$ cat src/rtl/regfile_sb_if.sv
// Bus bundle for regfile_sb: two read ports, allocation handshake and writeback port.
// With REGFILE_DBG_EN defined it also carries the debug read address/data and busy vector.
interface regfile_sb_if #(
  parameter int XLEN  = 32,
  parameter int NREGS = 32
);
  localparam int AW = $clog2(NREGS);

  logic             init_done;
  logic [AW-1:0]    rs1;
  logic [AW-1:0]    rs2;
  logic [XLEN-1:0]  rdata1;
  logic [XLEN-1:0]  rdata2;
  logic             rs1_busy;
  logic             rs2_busy;
  logic             alloc_valid;
  logic [AW-1:0]    alloc_rd;
  logic             alloc_ready;
  logic             wb_valid;
  logic [AW-1:0]    wb_rd;
  logic [XLEN-1:0]  wb_data;
  logic             wb_err;

`ifdef REGFILE_DBG_EN
  logic [AW-1:0]    dbg_addr;
  logic [XLEN-1:0]  dbg_data;
  logic [NREGS-1:0] dbg_busy;

  modport master (
    output rs1, rs2, alloc_valid, alloc_rd, wb_valid, wb_rd, wb_data, dbg_addr,
    input  init_done, rdata1, rdata2, rs1_busy, rs2_busy, alloc_ready, wb_err,
           dbg_data, dbg_busy
  );

  modport slave (
    input  rs1, rs2, alloc_valid, alloc_rd, wb_valid, wb_rd, wb_data, dbg_addr,
    output init_done, rdata1, rdata2, rs1_busy, rs2_busy, alloc_ready, wb_err,
           dbg_data, dbg_busy
  );
`else
  modport master (
    output rs1, rs2, alloc_valid, alloc_rd, wb_valid, wb_rd, wb_data,
    input  init_done, rdata1, rdata2, rs1_busy, rs2_busy, alloc_ready, wb_err
  );

  modport slave (
    input  rs1, rs2, alloc_valid, alloc_rd, wb_valid, wb_rd, wb_data,
    output init_done, rdata1, rdata2, rs1_busy, rs2_busy, alloc_ready, wb_err
  );
`endif
endinterface

$ cat src/rtl/regfile_sb.sv
// Integer register file with per-register scoreboard, writeback bypass and post-reset clear sweep.
// Optional macro REGFILE_DBG_EN adds a registered raw debug read port and the live busy vector.
module regfile_sb #(
  parameter int XLEN     = 32,
  parameter int NREGS    = 32,
  parameter int ZERO_REG = 1
) (
  input  logic        clk,
  input  logic        rst,
  regfile_sb_if.slave bus
);
  localparam int AW = $clog2(NREGS);

  typedef enum logic {
    INIT  = 1'b0,
    READY = 1'b1
  } state_t;

  state_t           state;
  state_t           state_nxt;
  logic [AW-1:0]    cnt;
  logic             sweep_last;
  logic             ready;

  logic [XLEN-1:0]  regs [NREGS];
  logic [NREGS-1:0] busy;
  logic [NREGS-1:0] busy_nxt;
  logic             wb_err_q;

  logic             wb_en;
  logic             alloc_ok;
  logic             alloc_set;

  function automatic logic is_zero(input logic [AW-1:0] idx);
    return (ZERO_REG != 0) && (idx == '0);
  endfunction

  // Zero register beats the bypass, the bypass beats the stored entry.
  function automatic logic [XLEN-1:0] read_mux(
    input logic            rdy,
    input logic [AW-1:0]   idx,
    input logic            wv,
    input logic [AW-1:0]   wr,
    input logic [XLEN-1:0] wd,
    input logic [XLEN-1:0] entry
  );
    if (!rdy || is_zero(idx)) return '0;
    if (wv && (wr == idx))    return wd;
    return entry;
  endfunction

  function automatic logic busy_mux(
    input logic          rdy,
    input logic [AW-1:0] idx,
    input logic          wv,
    input logic [AW-1:0] wr,
    input logic          bit_in
  );
    return rdy && !is_zero(idx) && bit_in && !(wv && (wr == idx));
  endfunction

  // FSM: state register
  always_ff @(posedge clk) begin
    if (rst) state <= INIT;
    else     state <= state_nxt;
  end

  assign sweep_last = (cnt == AW'(NREGS - 1));

  // FSM: next-state logic
  always_comb begin
    state_nxt = state;
    case (state)
      INIT:    if (sweep_last) state_nxt = READY;
      READY:   state_nxt = READY;
      default: state_nxt = INIT;
    endcase
  end

  // FSM: outputs
  always_comb begin
    ready = 1'b0;
    case (state)
      READY:   ready = 1'b1;
      default: ready = 1'b0;
    endcase
  end

  always_ff @(posedge clk) begin
    if (rst)                cnt <= '0;
    else if (state == INIT) cnt <= cnt + AW'(1);
  end

  assign wb_en     = ready && bus.wb_valid && !is_zero(bus.wb_rd);
  assign alloc_ok  = ready && !busy[bus.alloc_rd];
  assign alloc_set = bus.alloc_valid && alloc_ok && !is_zero(bus.alloc_rd);

  // Sweep and writeback never overlap: writeback is only honoured in READY.
  always_ff @(posedge clk) begin
    if (state == INIT) regs[cnt] <= '0;
    else if (wb_en)    regs[bus.wb_rd] <= bus.wb_data;
  end

  // Allocation is applied after the writeback clear so a same-edge allocation wins.
  always_comb begin
    busy_nxt = busy;
    if (wb_en)     busy_nxt[bus.wb_rd]    = 1'b0;
    if (alloc_set) busy_nxt[bus.alloc_rd] = 1'b1;
  end

  always_ff @(posedge clk) begin
    if (rst) busy <= '0;
    else     busy <= busy_nxt;
  end

  always_ff @(posedge clk) begin
    if (rst)                         wb_err_q <= 1'b0;
    else if (wb_en && !busy[bus.wb_rd]) wb_err_q <= 1'b1;
  end

  always_comb begin
    bus.init_done   = ready;
    bus.alloc_ready = alloc_ok;
    bus.wb_err      = wb_err_q;
    bus.rdata1      = read_mux(ready, bus.rs1, bus.wb_valid, bus.wb_rd, bus.wb_data, regs[bus.rs1]);
    bus.rdata2      = read_mux(ready, bus.rs2, bus.wb_valid, bus.wb_rd, bus.wb_data, regs[bus.rs2]);
    bus.rs1_busy    = busy_mux(ready, bus.rs1, bus.wb_valid, bus.wb_rd, busy[bus.rs1]);
    bus.rs2_busy    = busy_mux(ready, bus.rs2, bus.wb_valid, bus.wb_rd, busy[bus.rs2]);
  end

`ifdef REGFILE_DBG_EN
  logic [XLEN-1:0] dbg_data_p1;

  // Debug read stage: one register of latency, raw array contents
  always_ff @(posedge clk) begin
    if (rst) dbg_data_p1 <= '0;
    else     dbg_data_p1 <= regs[bus.dbg_addr];
  end

  assign bus.dbg_data = dbg_data_p1;
  assign bus.dbg_busy = rst ? '0 : busy;
`endif

  zero_never_busy: assert property (@(posedge clk) disable iff (rst)
    !((ZERO_REG != 0) && busy[0]));

  no_busy_during_init: assert property (@(posedge clk) disable iff (rst)
    (state == INIT) |-> (busy == '0));

endmodule

$ cat src/flat_wrapper.sv
// flat-port wrapper written by rule: the top's interface ports become plain ports
module regfile_sb_flat 
#(
  parameter int XLEN     = 32,
  parameter int NREGS    = 32,
  parameter int ZERO_REG = 1
)
  (clk, rst, bus_rs1, bus_rs2, bus_alloc_valid, bus_alloc_rd, bus_wb_valid, bus_wb_rd, bus_wb_data, bus_init_done, bus_rdata1, bus_rdata2, bus_rs1_busy, bus_rs2_busy, bus_alloc_ready, bus_wb_err);
  regfile_sb_if #(.XLEN(XLEN), .NREGS(NREGS)) bus_i ();
  input  logic clk;
  input  logic rst;
  input wire logic [$bits(bus_i.rs1)-1:0] bus_rs1;
  input wire logic [$bits(bus_i.rs2)-1:0] bus_rs2;
  input wire logic [$bits(bus_i.alloc_valid)-1:0] bus_alloc_valid;
  input wire logic [$bits(bus_i.alloc_rd)-1:0] bus_alloc_rd;
  input wire logic [$bits(bus_i.wb_valid)-1:0] bus_wb_valid;
  input wire logic [$bits(bus_i.wb_rd)-1:0] bus_wb_rd;
  input wire logic [$bits(bus_i.wb_data)-1:0] bus_wb_data;
  output wire logic [$bits(bus_i.init_done)-1:0] bus_init_done;
  output wire logic [$bits(bus_i.rdata1)-1:0] bus_rdata1;
  output wire logic [$bits(bus_i.rdata2)-1:0] bus_rdata2;
  output wire logic [$bits(bus_i.rs1_busy)-1:0] bus_rs1_busy;
  output wire logic [$bits(bus_i.rs2_busy)-1:0] bus_rs2_busy;
  output wire logic [$bits(bus_i.alloc_ready)-1:0] bus_alloc_ready;
  output wire logic [$bits(bus_i.wb_err)-1:0] bus_wb_err;
  assign bus_i.rs1 = bus_rs1;
  assign bus_i.rs2 = bus_rs2;
  assign bus_i.alloc_valid = bus_alloc_valid;
  assign bus_i.alloc_rd = bus_alloc_rd;
  assign bus_i.wb_valid = bus_wb_valid;
  assign bus_i.wb_rd = bus_wb_rd;
  assign bus_i.wb_data = bus_wb_data;
  assign bus_init_done = bus_i.init_done;
  assign bus_rdata1 = bus_i.rdata1;
  assign bus_rdata2 = bus_i.rdata2;
  assign bus_rs1_busy = bus_i.rs1_busy;
  assign bus_rs2_busy = bus_i.rs2_busy;
  assign bus_alloc_ready = bus_i.alloc_ready;
  assign bus_wb_err = bus_i.wb_err;
  regfile_sb #(.XLEN(XLEN), .NREGS(NREGS), .ZERO_REG(ZERO_REG)) u_core (.clk(clk), .rst(rst), .bus(bus_i));
endmodule
$ cat config.mk
export PLATFORM = sky130hd
export DESIGN_NAME = regfile_sb_flat
export DESIGN_NICKNAME = d
export VERILOG_FILES = /design/src/rtl/regfile_sb_if.sv /design/src/rtl/regfile_sb.sv /design/src/flat_wrapper.sv
export SDC_FILE = /design/constraint.sdc
export NUM_CORES = 1
export LEC_CHECK = 0
export CELL_PAD_IN_SITES_DETAIL_PLACEMENT = 0
export CELL_PAD_IN_SITES_GLOBAL_PLACEMENT = 2
export CORE_ASPECT_RATIO = 1.2
export CORE_UTILIZATION = 44
export CTS_CLUSTER_SIZE = 10
export DETAILED_ROUTE_END_ITERATION = 8
export PLACE_DENSITY = 0.86
export SETUP_SLACK_MARGIN = 0.05
export SLEW_MARGIN = 20
export SYNTH_ARGS = -nofsm -noshare
export SYNTH_HDL_FRONTEND = slang
export SYNTH_SLANG_ARGS = --single-unit
$ cat constraint.sdc
create_clock -name clk -period 4.61 [get_ports clk]
set_input_delay 1.383 -clock clk [delete_from_list [all_inputs] [get_ports clk]]
set_output_delay 1.383 -clock clk [all_outputs]
set_load 0.1 [all_outputs]
==> results.md, run 1 <==
- Critical path's largest stage delay: 0.54 ns
- Root Buffer: clkbuf_16
- Fin util: 57.6%
- Vias in the first global route: 34,939
- Top cells by area, synth: edfxtp_1, mux4_2, mux2i_1
- Syn_area_per_cell: 18.5 um^2
- Cell mode on critical path: buf_12
- H-Tree Depth: 3
- Number of synthesized flops with an enable pin: 1,024
- Initial core utilization: 44.5%
- Drt drc: 0
- Cells after DPL: 4,613
- WHS: 0.530 ns
- Io pins: 125
- WP data arrival: 3.57 ns
- Slack of the critical path: -0.345 ns
- # port buffers: 124
- Unrepaired setup endpoints after global routing: true
- Status: finished with violations
- Clock skew: 0.0351 ns
- Critical path buffers and inverters: 4
- Post-route ant nets: 0
- Peak supply drop: 0.313 mV
- CP Launch Type: primary input
- Clk pwr share: 39.5%
- Logic pwr share: 10.7%
- Top delay family on crit path: multiplexers
- Failing checks: setup timing
- Final hold viol count: 0
- CTS Buf Count: 118
- Share of layout cells above drive strength 1: 45.5%
- Initial antenna violation count: 1
- Maximum number of pins on one net before global-route repair: 42
- Fin. max-slew vios: 0
- Setup-failing EPs final: 66
- Async set or reset register ratio after synthesis: 0%
- Reg2reg setup slack: 1.45 ns
- Worst skew pair latency: 0.75 ns
- Sw Pwr: 4.94 mW
- Sw Ratio: 23.2%
- Total Nets Final: 3,406
- Gpl congestion: 0.879
- Core Box Area: 115,000 um^2
- WS Path Type: in -> out
- Power Dens Cells: 322 nW/um^2
- Total congestion overflow: 0
- Non-filler instance count after layout: 4,899
- CP max-delay cell: mux4_2
- Hold Path Sink: u_core.busy[0]
- Dpl hpwl: 105,000 um
- Detailed Routing Iterations Pass 1: 6
- Synthesized cell area: 51,100 um^2
- Hold depth: 1
- Yosys reg bits: 1,063
- CP max FO: 7
- Worst-margin pin slew: 1.10 ns
- CTS Buffer Depth: 3
- Core Rows: 136
- Die area: 118,000 um^2
- Die W: 313 um
- Reg-to-Reg Start: u_core.state
- Antenna diodes: 0
- 1st-iter DRT viols: 4,037
- Worst path cell trace: buf_16, buf_12, buf_12, mux4_2, mux4_2, a221o_4, buf_12
- P_int: 16.4 mW
- Count leader, synth: edfxtp_1
- Worst hold path class: reg -> reg
- Sequential share of power: 49.8%
- Synth Flop Type: edfxtp_1
- Cell taking the most area after synthesis: edfxtp_1
- Syn Nets: 2,821
- Distinct cells, synth: 58
- Final Cycle Share: 107%
- # fillers: 8,203
- Register-to-Register Path Depth: 7
- Wirelength per Cell: 35.6 um
- DR vias/cell: 6.89
- Post-route minimum period: 4.96 ns
- Seq/Total Area, Yosys: 61.7%
- Synth Warn #: 0
- LEAKAGE: 21.5 nW
- DR vias: 33,775
- Hold Path Origin: u_core.busy[0]
- Most frequent cells after synthesis: edfxtp_1, mux4_2, mux2i_1, clkbuf_1, a221oi_1
- Layout area overhead: 29.5%
- Clock transition at path regs: 0.05 ns
- MaxCap Viol Count: 0
- Type of destination of the critical path: primary output
- Achievable Freq: 0.202 GHz
- TritonCTS clock tree: yes
- Die height: 375 um
- R2R Path End: u_core.regs[5][23]
- Share of the synthesized area in the top cell type: 60.2%
- CTS sink cnt: 1,063
- Gr usage total: 29.3%
- Synthesized instance count: 2,763
- WL final: 174,000 um
- First-pass GRT wire length: 247,000 um
- Crit path depth: 7
- Relative slew slack: 26.8%
- Worst EP required: 3.23 ns
==> power by group through the flow <==
stage	clock network [mW]	registers [mW]	logic, mW
final	8.43	10.6	2.28
after global routing	8.81	10.6	2.34
after CTS	8.46	10.6	2.17
after detailed placement	0	10.8	1.90
after global placement	0	10.8	1.89
after floorplan	0	10.8	1.08
==> metal layers <==
metal  wire [um]  global-route usage [%]  vias to the layer above  part of all wire, %
met5           0                       0                        -                    0
li1            -                       -                    13155                    -
met4       10800                    16.0                        0                  6.2
met1       59800                    35.5                    17543                   34
met2       86700                    48.9                     2499                   50
met3       17000                    6.18                      578                  9.7
==> stage by stage <==
step,setup TNS (ns),worst slack [ns],cell area [um^2],total power [mW]
after global placement,-28.49,-0.536,59300,12.7
after detailed placement,-28.62,-0.539,59300,12.7
after CTS,-14.54,-0.331,65300,21.2
final,-15.98,-0.345,66200,21.3
after global routing,-17.46,-0.373,66200,21.8
after floorplan,-5.74,-0.232,51800,11.9
==> cell families after synthesis <==
logic type      synth area share (%)
mux                             26.3
buf+inv                         2.31
compound gates                  7.30
flops                           61.7
fa+ha+maj                     0.0490
xor+xnor                       0.206
simple gates                    2.11
==> repair_timing <==
item,4_1_cts,5_1_grt
endpoints found under the setup margin,67,66
resized for setup,242,109
hold buffers,0,0
cloned,36,7
setup buffers,69,34
pin swaps,60,53
==> cell type report <==
type | count | area, um^2 | area share [%]
sequential | 1063 | 31500 | 47.7
multi-input combinational | 1462 | 20200 | 30.6
tap | 1518 | 1900 | 2.87
clock inverter | 10 | 143 | 0.216
inverter | 9 | 33.8 | 0.0511
timing repair buffer | 694 | 9230 | 14.0
clock buffer | 143 | 3090 | 4.67
==> state kept, by name (all words and copies together), names as in the netlist <==
register           count
u_core.bus.wb_err      1
u_core.regs         1024
u_core.state           1
u_core.cnt             5
u_core.busy           32
==> layout by cell type, fill, tap and decap left out, types with 9 or more instances in the layout <==
cell type,instances
edfxtp_1,1024
mux4_2,472
buf_4,338
mux2i_1,253
buf_12,205
clkbuf_16,128
a221oi_1,72
a21oi_1,47
o21bai_1,47
nor2b_1,44
a221oi_2,41
a22oi_1,39
buf_16,39
dfxtp_1,39
nor2_4,38
clkdlybuf4s50_1,38
nand2_1,36
o21ai_0,34
buf_6,33
a221o_4,30
a221o_2,30
a22oi_2,26
o31ai_1,23
clkbuf_1,23
and2_1,20
nor2_1,16
buf_8,14
mux2i_2,13
and2_2,12
nand3_1,11
o21bai_2,11
inv_1,9
a21oi_2,9
mux2i_4,9
==> how the worst max path moves through the flow <==
stage                       startpoint        endpoint
after global placement    bus_wb_rd[3]   bus_rdata2[9]
final                       bus_rs1[0]  bus_rdata1[24]
after CTS                   bus_rs1[0]  bus_rdata1[10]
after detailed placement    bus_rs2[0]   bus_rdata2[8]
after global routing        bus_rs1[0]   bus_rdata1[5]
after floorplan             bus_rs2[0]    bus_rs2_busy
Power figures use the tool's default switching activity.
==> run 2, diff against run 1 <==
--- a/config.mk
+++ b/config.mk
@@ -8,10 +8,10 @@
 export CELL_PAD_IN_SITES_DETAIL_PLACEMENT = 0
 export CELL_PAD_IN_SITES_GLOBAL_PLACEMENT = 2
 export CORE_ASPECT_RATIO = 1.2
-export CORE_UTILIZATION = 44
+export CORE_UTILIZATION = 30
 export CTS_CLUSTER_SIZE = 10
 export DETAILED_ROUTE_END_ITERATION = 8
-export PLACE_DENSITY = 0.86
+export PLACE_DENSITY = 0.65
 export SETUP_SLACK_MARGIN = 0.05
 export SLEW_MARGIN = 20
 export SYNTH_ARGS = -nofsm -noshare
==> results.md, run 2 (synthesis results as in run 1) <==
- Status: finished with violations
- Failing checks: setup timing
- Gr usage total: 21.3% (-8.0 points)
- Maximum number of pins on one net before global-route repair: 33 (-21%)
- Io pins: 125 (unchanged)
- Unrepaired setup endpoints after global routing: true
- # port buffers: 124 (unchanged)
- Final Cycle Share: 108% (+0.78 points)
- 1st-iter DRT viols: 3,242 (-20%)
- Initial core utilization: 30.3% (-14 points)
- Clock skew: 0.0350 ns (-0.000137 ns)
- Metal3 WL: 11,900 um (-30%)
- Worst skew pair latency: 0.75 ns (about the same)
- Power Dens Cells: 318 nW/um^2 (-1.4%)
- M1 WL: 70,700 um (+18%)
- Gpl congestion: 0.841 (-4.3%)
- Initial antenna violation count: 2 (+1)
- # fillers: 15,064 (+84%)
- Relative slew slack: 28.7% (+2.0 points)
- Slack of the critical path: -0.381 ns (-0.0361 ns)
- Post-route ant nets: 0 (unchanged)
- CTS Buffer Depth: 3 (unchanged)
- Pre-CTS WS: -0.657 ns (-0.118 ns)
- Die height: 454 um (+21%)
- Share of layout cells above drive strength 1: 47.2% (+1.8 points)
- Most frequent cells in the layout: edfxtp_1, mux4_2, buf_4
- Post-route minimum period: 4.99 ns (+0.0361 ns)
- Metal2 WL: 94,000 um (+8.4%)
- Largest register FFs: 1,024 (unchanged)
- Biggest regs: u_core.regs (1024), u_core.busy (32), u_core.cnt (5)
- CP max FO: 9 (+2)
- Detailed Routing Iterations Pass 1: 7 (+1)
- H-Tree Depth: 3 (unchanged)
- CP Launch Type: primary input
- Sequential share of power: 49.0% (-0.8 points)
- Wirelength per Cell: 32.3 um (-9.3%)
- Die W: 379 um (+21%)
- Fin. max-slew vios: 0 (unchanged)
- Total congestion overflow: 0 (unchanged)
- Sw Pwr: 5.07 mW (+2.7%)
- Setup-failing EPs final: 66 (unchanged)
- WL final: 185,000 um (+6.3%)
- Core Box Area: 169,000 um^2 (+47%)
- Final hold viol count: 0 (unchanged)
- Biggest register: u_core.regs
- Worst EP required: 3.23 ns (about the same)
- Total Nets Final: 3,502 (+2.8%)
- MaxCap Viol Count: 0 (unchanged)
- Type of destination of the critical path: primary output
- TritonCTS clock tree: yes
- Clock transition at path regs: 0.05 ns (about the same)
- DR vias/cell: 5.77 (-16%)
- DR top layer: met4
- Layout area overhead: 33.4%
- Worst hold path class: reg -> reg
- WP data arrival: 3.61 ns (+0.04 ns)
- Achievable Freq: 0.200 GHz (-0.72%)
- Clk pwr share: 39.9% (+0.4 points)
- Logic pwr share: 11.1% (+0.4 points)
- Total power: 21.7 mW (+1.6%)
- CTS Hold Bufs: 0 (unchanged)
- LEAKAGE: 22.0 nW (+2.6%)
- Peak supply drop: 0.367 mV (+17%)
- Vias in the first global route: 35,212 (+0.78%)
- CTS sink cnt: 1,063 (unchanged)
- Dpl hpwl: 121,000 um (+15%)
- Sw Ratio: 23.4% (+0.25 points)
- P_int: 16.6 mW (+1.3%)
- CTS Buf Count: 121 (+2.5%)
- Worst-margin pin slew: 1.07 ns (-0.0294 ns)
- Drt drc: 0 (unchanged)
- First-pass GRT wire length: 260,000 um (+5.2%)
- DR vias: 33,126 (-1.9%)
- Root Buffer: clkbuf_16
- Commonest non-fill, non-tap cell in the layout: edfxtp_1
- Reg2reg setup slack: 1.70 ns (+0.25 ns)
- Core Rows: 165 (+21%)
- WS Path Type: in -> out
- Die area: 172,000 um^2 (+46%)
## run 2: cell count changes in the layout (fill, tap and decap cells not counted), moves of 8 or more
cell      previous run  this run
a221oi_2            41        33
a22oi_2             26        38
a221oi_1            72        87
a21oi_2              9        17
and2_2              12         0
and2_1              20        32
a21oi_1             47        32
buf_6               33        44
buf_12             205       221
buf_4              338       402
a22oi_1             39        27
## run 2: routing by layer
| metal | GRT usage (%) | vias up |
|---|---|---|
| met5 | 0 | - |
| met1 | 26.3 | 17858 |
| met4 | 9.72 | 0 |
| li1 | - | 13363 |
| met3 | 3.21 | 371 |
| met2 | 36.6 | 1534 |
## run 2: cell type report
class	count	area [um^2]	area share (%)
flip-flops and latches	1063	31500	46.2
multi-input cells	1462	20300	29.7
repair buffers	787	10100	14.9
clock buffers	149	3190	4.67
well taps	2254	2820	4.14
clock inverters	14	198	0.290
inverters	9	35.0	0.0514
diodes	3	7.51	0.0110
## run 2: timing repair
item | in CTS | in global routing
gates cloned | 27 | 8
gates resized for setup | 258 | 126
buffers inserted | 88 | 33
setup endpoints to repair | 67 | 67
pin swaps | 62 | 35
## run 2: power groups by stage
stage               sequential [mW]  combinational [mW]  clock [mW]
CTS                            10.6                2.32        8.82
floorplan                      10.8                1.08           0
finish                         10.6                2.41        8.65
global route                   10.6                2.49        9.11
detailed placement             10.8                2.07           0
global placement               10.8                2.07           0
## run 2: critical path, stage by stage
cell and delay [ns]:
buf_12 0.11, buf_16 0.20, buf_4 0.15, buf_12 0.12, mux4_2 0.50, mux4_2 0.55, a221o_2 0.39, buf_12 0.17
## run 2: per-stage QoR
stage               hold WS (ns)  TNS, ns  cells  cell area [um^2]  util [%]
floorplan                  0.475    -5.74   2763             51800         -
global placement           0.515   -38.39   5433             61200      36.2
detailed placement         0.530   -35.29   5433             61200      36.2
CTS                        0.543   -19.00   5708             67200      39.8
global route               0.557   -21.67   5739             68200      40.4
finish                     0.545   -19.56   5741             68200      40.4
## run 2: final timing paths
path	start	to	cells after the start
min	u_core.busy[0]	u_core.busy[0]	1
max	bus_rs2[0]	bus_rdata2[4]	8
min reg2reg	u_core.busy[0]	u_core.busy[0]	1
max reg2reg	u_core.state	u_core.regs[17][6]	9
